$ cat src/rtl/mux_scan_pkg.sv
// -----------------------------------------------------------------------------
// mux_scan_pkg
// Shared sizes, FSM state encoding and a channel-search helper for the
// multiplexed scan controller.
// No ports (package).
// -----------------------------------------------------------------------------
package mux_scan_pkg;

   localparam int unsigned N_CH  = 4;   // mux inputs scanned
   localparam int unsigned SEL_W = 2;   // width of the mux select
   localparam int unsigned CNT_W = 4;   // settle counter width (SETTLE <= 15)

   typedef enum logic [1:0] {
      ST_IDLE   = 2'd0,
      ST_SETTLE = 2'd1,
      ST_STALL  = 2'd2
   } state_t;

   // Lowest set bit of a channel mask; 0 when the mask is empty.
   function automatic logic [SEL_W-1:0] lowest_ch(input logic [N_CH-1:0] m);
      logic [SEL_W-1:0] r;
      r = '0;
      for (int i = int'(N_CH) - 1; i >= 0; i--) begin
         if (m[i]) r = SEL_W'(i);
      end
      return r;
   endfunction

endpackage

$ cat src/rtl/mux_scan_ctrl_if.sv
// -----------------------------------------------------------------------------
// mux_scan_ctrl_if
// Groups the control, mux and result-handshake signals of mux_scan_ctrl.
//   start, cont     : scan request / continuous mode
//   en_mask         : per-channel enable
//   mux_in          : output of the external 4:1 mux
//   sel             : select driven to the external mux
//   word/word_valid : scan result, held until word_ready
//   word_ready      : consumer accept
//   busy            : controller not idle
// Modports: master (environment side), slave (controller side).
// -----------------------------------------------------------------------------
interface mux_scan_ctrl_if;
   import mux_scan_pkg::*;

   logic              start;
   logic              cont;
   logic [N_CH-1:0]   en_mask;
   logic              mux_in;
   logic [SEL_W-1:0]  sel;
   logic [N_CH-1:0]   word;
   logic              word_valid;
   logic              word_ready;
   logic              busy;

   modport master (
      output start, cont, en_mask, mux_in, word_ready,
      input  sel, word, word_valid, busy
   );

   modport slave (
      input  start, cont, en_mask, mux_in, word_ready,
      output sel, word, word_valid, busy
   );

endinterface

$ cat src/rtl/mux_scan_next.sv
// -----------------------------------------------------------------------------
// mux_scan_next
// Combinational channel sequencer: finds the next enabled channel above the
// current select and flags when the current select is the last one enabled.
//   mask       in  : latched channel mask
//   cur        in  : current select
//   next_sel_c out : next higher enabled channel (cur when none)
//   last_c     out : no enabled channel above cur
// -----------------------------------------------------------------------------
module mux_scan_next
   import mux_scan_pkg::*;
(
   input  logic [N_CH-1:0]  mask,
   input  logic [SEL_W-1:0] cur,
   output logic [SEL_W-1:0] next_sel_c,
   output logic             last_c
);

   // Walk downward so the lowest qualifying channel is the one that sticks.
   always_comb begin
      next_sel_c = cur;
      last_c     = 1'b1;
      for (int i = int'(N_CH) - 1; i >= 0; i--) begin
         if ((i > int'(cur)) && mask[i]) begin
            next_sel_c = SEL_W'(i);
            last_c     = 1'b0;
         end
      end
   end

endmodule

$ cat src/rtl/mux_scan_ctrl.sv
// -----------------------------------------------------------------------------
// mux_scan_ctrl
// Steps an external 4:1 mux through the enabled channels, holds each select
// for SETTLE cycles, samples the mux output on the last settle cycle and
// assembles the samples into a word with a valid/ready handshake.
//   SETTLE   param : cycles each select is held before sampling (1..15)
//   clk      in    : clock, rising edge
//   rst      in    : synchronous active-high reset
//   bus      slave : start/cont/en_mask/mux_in/word_ready in,
//                    sel/word/word_valid/busy out (all registered)
// -----------------------------------------------------------------------------
module mux_scan_ctrl
   import mux_scan_pkg::*;
#(
   parameter int unsigned SETTLE = 1
) (
   input  logic           clk,
   input  logic           rst,
   mux_scan_ctrl_if.slave bus
);

   localparam logic [CNT_W-1:0] SETTLE_CNT = CNT_W'(SETTLE);

   state_t             state_q, state_d;
   logic [SEL_W-1:0]   sel_q, sel_d;
   logic [CNT_W-1:0]   cnt_q, cnt_d;
   logic [N_CH-1:0]    mask_q, mask_d;
   logic [N_CH-1:0]    shadow_q, shadow_d;
   logic [N_CH-1:0]    word_q, word_d;
   logic               word_valid_q, word_valid_d;
   logic               busy_q, busy_d;

   logic [SEL_W-1:0]   next_sel_c;
   logic               last_c;
   logic [N_CH-1:0]    captured_c;
   logic [N_CH-1:0]    load_val_c;
   logic               do_load_c;
   logic               can_load_c;

   mux_scan_next u_next (
      .mask       (mask_q),
      .cur        (sel_q),
      .next_sel_c (next_sel_c),
      .last_c     (last_c)
   );

   // Shadow word with the channel currently on sel replaced by the mux output.
   always_comb begin
      captured_c         = shadow_q;
      captured_c[sel_q]  = bus.mux_in;
   end

   assign can_load_c = !word_valid_q || bus.word_ready;

   // State register.
   always_ff @(posedge clk) begin
      if (rst) begin
         state_q      <= ST_IDLE;
         sel_q        <= '0;
         cnt_q        <= '0;
         mask_q       <= '0;
         shadow_q     <= '0;
         word_q       <= '0;
         word_valid_q <= 1'b0;
         busy_q       <= 1'b0;
      end else begin
         state_q      <= state_d;
         sel_q        <= sel_d;
         cnt_q        <= cnt_d;
         mask_q       <= mask_d;
         shadow_q     <= shadow_d;
         word_q       <= word_d;
         word_valid_q <= word_valid_d;
         busy_q       <= busy_d;
      end
   end

   // Next-state and output logic.
   always_comb begin
      state_d      = state_q;
      sel_d        = sel_q;
      cnt_d        = cnt_q;
      mask_d       = mask_q;
      shadow_d     = shadow_q;
      word_d       = word_q;
      word_valid_d = word_valid_q;
      do_load_c    = 1'b0;
      load_val_c   = shadow_q;

      // Consumer handshake; a word load below takes precedence.
      if (word_valid_q && bus.word_ready) word_valid_d = 1'b0;

      unique case (state_q)
         ST_IDLE: begin
            sel_d = '0;
            if (bus.start && (bus.en_mask != '0)) begin
               mask_d   = bus.en_mask;
               shadow_d = '0;
               sel_d    = lowest_ch(bus.en_mask);
               cnt_d    = SETTLE_CNT;
               state_d  = ST_SETTLE;
            end
         end

         ST_SETTLE: begin
            if (cnt_q == CNT_W'(1)) begin
               shadow_d = captured_c;
               if (last_c) begin
                  if (can_load_c) begin
                     do_load_c  = 1'b1;
                     load_val_c = captured_c;
                  end else begin
                     state_d = ST_STALL;
                  end
               end else begin
                  sel_d = next_sel_c;
                  cnt_d = SETTLE_CNT;
               end
            end else begin
               cnt_d = cnt_q - CNT_W'(1);
            end
         end

         ST_STALL: begin
            if (bus.word_ready) begin
               do_load_c  = 1'b1;
               load_val_c = shadow_q;
            end
         end

         default: begin
            state_d = ST_IDLE;
            sel_d   = '0;
         end
      endcase

      // Publishing a word either restarts (continuous mode) or returns to idle.
      if (do_load_c) begin
         word_d       = load_val_c;
         word_valid_d = 1'b1;
         if (bus.cont && (bus.en_mask != '0)) begin
            mask_d   = bus.en_mask;
            shadow_d = '0;
            sel_d    = lowest_ch(bus.en_mask);
            cnt_d    = SETTLE_CNT;
            state_d  = ST_SETTLE;
         end else begin
            sel_d   = '0;
            cnt_d   = '0;
            state_d = ST_IDLE;
         end
      end

      busy_d = (state_d != ST_IDLE);
   end

   assign bus.sel        = sel_q;
   assign bus.word       = word_q;
   assign bus.word_valid = word_valid_q;
   assign bus.busy       = busy_q;

endmodule

$ cat src/flat_wrapper.sv
// flat-port wrapper written by rule: the top's interface ports become plain ports
module mux_scan_ctrl_flat import mux_scan_pkg::*;
#(
   parameter int unsigned SETTLE = 1
)
  (clk, rst, bus_start, bus_cont, bus_en_mask, bus_mux_in, bus_word_ready, bus_sel, bus_word, bus_word_valid, bus_busy);
  mux_scan_ctrl_if bus_i ();
  input  logic clk;
  input  logic rst;
  input wire logic [$bits(bus_i.start)-1:0] bus_start;
  input wire logic [$bits(bus_i.cont)-1:0] bus_cont;
  input wire logic [$bits(bus_i.en_mask)-1:0] bus_en_mask;
  input wire logic [$bits(bus_i.mux_in)-1:0] bus_mux_in;
  input wire logic [$bits(bus_i.word_ready)-1:0] bus_word_ready;
  output wire logic [$bits(bus_i.sel)-1:0] bus_sel;
  output wire logic [$bits(bus_i.word)-1:0] bus_word;
  output wire logic [$bits(bus_i.word_valid)-1:0] bus_word_valid;
  output wire logic [$bits(bus_i.busy)-1:0] bus_busy;
  assign bus_i.start = bus_start;
  assign bus_i.cont = bus_cont;
  assign bus_i.en_mask = bus_en_mask;
  assign bus_i.mux_in = bus_mux_in;
  assign bus_i.word_ready = bus_word_ready;
  assign bus_sel = bus_i.sel;
  assign bus_word = bus_i.word;
  assign bus_word_valid = bus_i.word_valid;
  assign bus_busy = bus_i.busy;
  mux_scan_ctrl #(.SETTLE(SETTLE)) u_core (.clk(clk), .rst(rst), .bus(bus_i));
endmodule
$ cat config.mk
export PLATFORM = sky130hd
export DESIGN_NAME = mux_scan_ctrl_flat
export DESIGN_NICKNAME = d
export VERILOG_FILES = /design/src/rtl/mux_scan_pkg.sv /design/src/rtl/mux_scan_ctrl_if.sv /design/src/rtl/mux_scan_next.sv /design/src/rtl/mux_scan_ctrl.sv /design/src/flat_wrapper.sv
export SDC_FILE = /design/constraint.sdc
export NUM_CORES = 1
export LEC_CHECK = 0
export ABC_AREA = 1
export BUFFER_PORTS_ARGS = -buffer_cell sky130_fd_sc_hd__buf_2
export CAP_MARGIN = 20
export CORE_UTILIZATION = 36
export CTS_CLUSTER_DIAMETER = 80
export DETAILED_ROUTE_END_ITERATION = 6
export PLACE_DENSITY = 0.51
export SETUP_SLACK_MARGIN = 0.1
export SLEW_MARGIN = 40
export SYNTH_ARGS = -nofsm -noshare
export SYNTH_HDL_FRONTEND = slang
export SYNTH_SLANG_ARGS = --single-unit
$ cat constraint.sdc
create_clock -name clk -period 2.2 [get_ports clk]
set_input_delay 0.22 -clock clk [delete_from_list [all_inputs] [get_ports clk]]
set_output_delay 0.22 -clock clk [all_outputs]
set_load 0.01 [all_outputs]
==> results.cfg <==
[sta]
period_needed_ns = 1.880
transition_time_at_the_pin_with_the_least_slew_margin_ns = 0.5951
report.final.setup_viol = 0
worst_clock_skew_ns = 0.007441
post_route_fraction_of_the_period_consumed_by_the_critical_path = 0.8543
postLayoutSetupSlackWorst_ns = 0.3204
setup_repair_after_global_routing_missed_its_margin = no
number_of_failing_hold_endpoints_at_the_final_stage = 0
holdWs_ns = 0.1314
finalSetupTns_ns = 0
finalMaxSlewViolations = 0
max_slew_margin = 0.5997
achievable-frequency_mhz = 532.0

[hold_path]
launch_point_of_the_worst_hold_path = rst
whs_path_depth = 2
holdCritPathClass = in2reg

[power]
vdd_ir_drop_max_v = 0.0002408
post-layout-total-power_mw = 0.9021
power.density_cell_area_nw_per_um2 = 614.7
leakagePower_nw = 0.7026

[setup_path]
regToRegStartpoint = u_core.state_q[1]$_SDFF_PP0_
critPathRequiredTime_ns = 2.43
regToRegSetupSlack_ns = 0.32
cp-start-kind = flip-flop
endpoint_kind = flip-flop
worst-r2r-cell-count = 11
cp_max_fo = 14
crit_arrival_ns = 2.11
setup.worst_path.class = reg2reg
critPathLaunch = u_core.state_q[1]$_SDFF_PP0_

[placed_design]
hpwl_um = 2339
port_buffers = 17
dp_cells = 263
dpl_worst_slack_ns = 0.2687
finalWeightedCongestion = 0.7889
placement.cell_area_sq_um = 1438

[cts]
cts.repair_timing.setup_buffer_count = 0
tritoncts.num_buffers = 3
clock_tree_from_tritoncts = yes
clockRootBuffer = sky130_fd_sc_hd__clkbuf_4
ctsLongestPathBuffers = 2
cts.sinks = 21
post_cts_hold_buffer_count = 0
clock_latency_on_the_worst_skew_pair_ns = 0.32
postCtsResizedCells = 0
clk_pin_slew_ns = 0.12
h_tree_depth = 1

[yosys]
seq_area_frac_synth = 0.3206
post-synth-top-count-cell = sky130_fd_sc_hd__nand2_1
yosys_register_bits = 21
synth_cells = 202
synthTopCellsByCount = 54 x sky130_fd_sc_hd__nand2_1, 31 x sky130_fd_sc_hd__nor2_1, 24 x sky130_fd_sc_hd__a21oi_1, 23 x sky130_fd_sc_hd__inv_1, 21 x sky130_fd_sc_hd__dfxtp_1
synth_largest_area_cell = sky130_fd_sc_hd__dfxtp_1
post_synthesis_instance_area_sq_um = 1311
synth.net_count = 218
ys_async_sr_fraction = 0
synth-main-ff-cell = sky130_fd_sc_hd__dfxtp_1
synth_edf_count = 0
synth_top_area_share = 0.3206
number_of_library_cell_types_mapped_by_synthesis = 23
synth-warning-count = 0
synth.top_cells.by_area = sky130_fd_sc_hd__dfxtp_1 32%, sky130_fd_sc_hd__nand2_1 15%, sky130_fd_sc_hd__a21oi_1 9.2%
syn_avg_cell_area_sq_um = 6.491

[grt]
grt_pass1_vias = 1213
global_route_wire_length_before_repair_um = 5230
pin_count_of_the_biggest_net_entering_global_routing = 15
grt_antenna_before_repair = 0
groute.usage.overall = 0.1672
grt-ovfl-total = 0

[die]
std_cell_rows = 21
initial_utilization = 0.3839
io-pin-count = 18
die_footprint_sq_um = 3888
die_h_um = 62.35
dieWidth_um = 62.35
floorplan.core_area_sq_um = 3416

[routing]
first_pass_iters = 4
ant_nets = 0
final_routed_wire_length_divided_by_cell_count_um = 10.98
total_routed_length_um = 2931
post_drt_via_cell_ratio = 4.764
num_vias = 1272
detailed_router_s_first_iteration_violation_count = 37
post-route-drc-count = 0

[cells_and_area]
drive_above_1_share = 0.1584
area_growth_syn_to_layout_pct = 11.93
layoutNonFillerInstCount = 267
fin_util = 0.4297
final_design_area_no_fill_sq_um = 1468
layout.nets = 238
n_antenna_cell = 0

[flow_run]
cap_violations = 0

[status]
outcome = completed
==> cell usage in the layout, fill, tap and decap left out <==
| cell type | synthesis | final |
|---|---|---|
| sky130_fd_sc_hd__clkbuf_4 | 0 | 3 |
| sky130_fd_sc_hd__nor2_4 | 2 | 2 |
| sky130_fd_sc_hd__nor2_1 | 31 | 31 |
| sky130_fd_sc_hd__a21oi_1 | 24 | 24 |
| sky130_fd_sc_hd__nand3_1 | 10 | 10 |
| sky130_fd_sc_hd__a21boi_4 | 1 | 1 |
| sky130_fd_sc_hd__a22oi_1 | 1 | 1 |
| sky130_fd_sc_hd__ha_1 | 6 | 5 |
| sky130_fd_sc_hd__dfxtp_1 | 21 | 21 |
| sky130_fd_sc_hd__nand2_1 | 54 | 54 |
| sky130_fd_sc_hd__clkinv_2 | 0 | 1 |
| sky130_fd_sc_hd__clkinv_1 | 1 | 1 |
| sky130_fd_sc_hd__o21ai_0 | 12 | 12 |
| sky130_fd_sc_hd__nand2_2 | 3 | 3 |
| sky130_fd_sc_hd__buf_2 | 1 | 17 |
| sky130_fd_sc_hd__nand3b_1 | 1 | 1 |
| sky130_fd_sc_hd__nand2_4 | 3 | 3 |
| sky130_fd_sc_hd__o21ai_2 | 1 | 1 |
| sky130_fd_sc_hd__ha_2 | 0 | 1 |
| sky130_fd_sc_hd__o21ai_1 | 1 | 1 |
| sky130_fd_sc_hd__a21boi_0 | 1 | 1 |
| sky130_fd_sc_hd__nand3_2 | 1 | 1 |
| sky130_fd_sc_hd__inv_1 | 23 | 23 |
| sky130_fd_sc_hd__nor2_2 | 2 | 2 |
| sky130_fd_sc_hd__a211oi_1 | 1 | 1 |
==> worst paths after layout <==
check	endpoint
max	u_core.cnt_q[0]$_SDFFE_PP0P_
min	u_core.bus.word[2]$_SDFFE_PP0P_
max reg2reg	u_core.cnt_q[0]$_SDFFE_PP0P_
min reg2reg	u_core.bus.word[1]$_SDFFE_PP0P_
==> logic make-up (layout without fill, tap and decap cells) <==
family | count (synthesis) | count (layout) | synth area share
flops | 21 | 21 | 0.3206
fa+ha+maj | 6 | 6 | 0.05725
compound gates | 42 | 42 | 0.1794
buf+inv | 26 | 45 | 0.08110
simple gates | 107 | 107 | 0.3616
==> cell type report <==
cell class              count  area (sq um)
multi-input cells         155         787.0
fillers                   398          1948
flip-flops and latches     21         420.4
well taps                  46         57.56
clock buffers               3         22.52
inverters                  24         90.09
clock inverters             1         5.005
repair buffers             17         85.08
==> power breakdown <==
part	total, mW	switching [mW]	internal, mW
sequential	0.429	0.0207	0.408
clock	0.195	0.127	0.0682
combinational	0.278	0.179	0.0993
==> per-layer routing <==
metal / wire length [um] / vias up / track usage
met5: 0 / - / 0
met4: 51 / 0 / 0.06105
met3: 78 / 5 / 0.02206
met2: 1388 / 17 / 0.2926
met1: 1413 / 568 / 0.2079
li1: - / 682 / -
==> state kept, by name (all words and copies together), names as in the netlist <==
signal and cells:
u_core.bus.busy 1, u_core.bus.sel 2, u_core.bus.word 4, u_core.bus.word_valid 1, u_core.cnt_q 4, u_core.mask_q 3
u_core.shadow_q 4, u_core.state_q 2
==> critical path, stage by stage (launching register included) <==
cell,delay [ns]
sky130_fd_sc_hd__dfxtp_1,0.36
sky130_fd_sc_hd__inv_1,0.08
sky130_fd_sc_hd__ha_2,0.25
sky130_fd_sc_hd__nand3_2,0.17
sky130_fd_sc_hd__nor2_4,0.15
sky130_fd_sc_hd__nand2_4,0.11
sky130_fd_sc_hd__nand2_4,0.09
sky130_fd_sc_hd__nand2_2,0.18
sky130_fd_sc_hd__nand2_1,0.18
sky130_fd_sc_hd__inv_1,0.07
sky130_fd_sc_hd__nor2_1,0.10
sky130_fd_sc_hd__nor2_1,0.04
No activity file was read; power rests on OpenSTA's default activity.
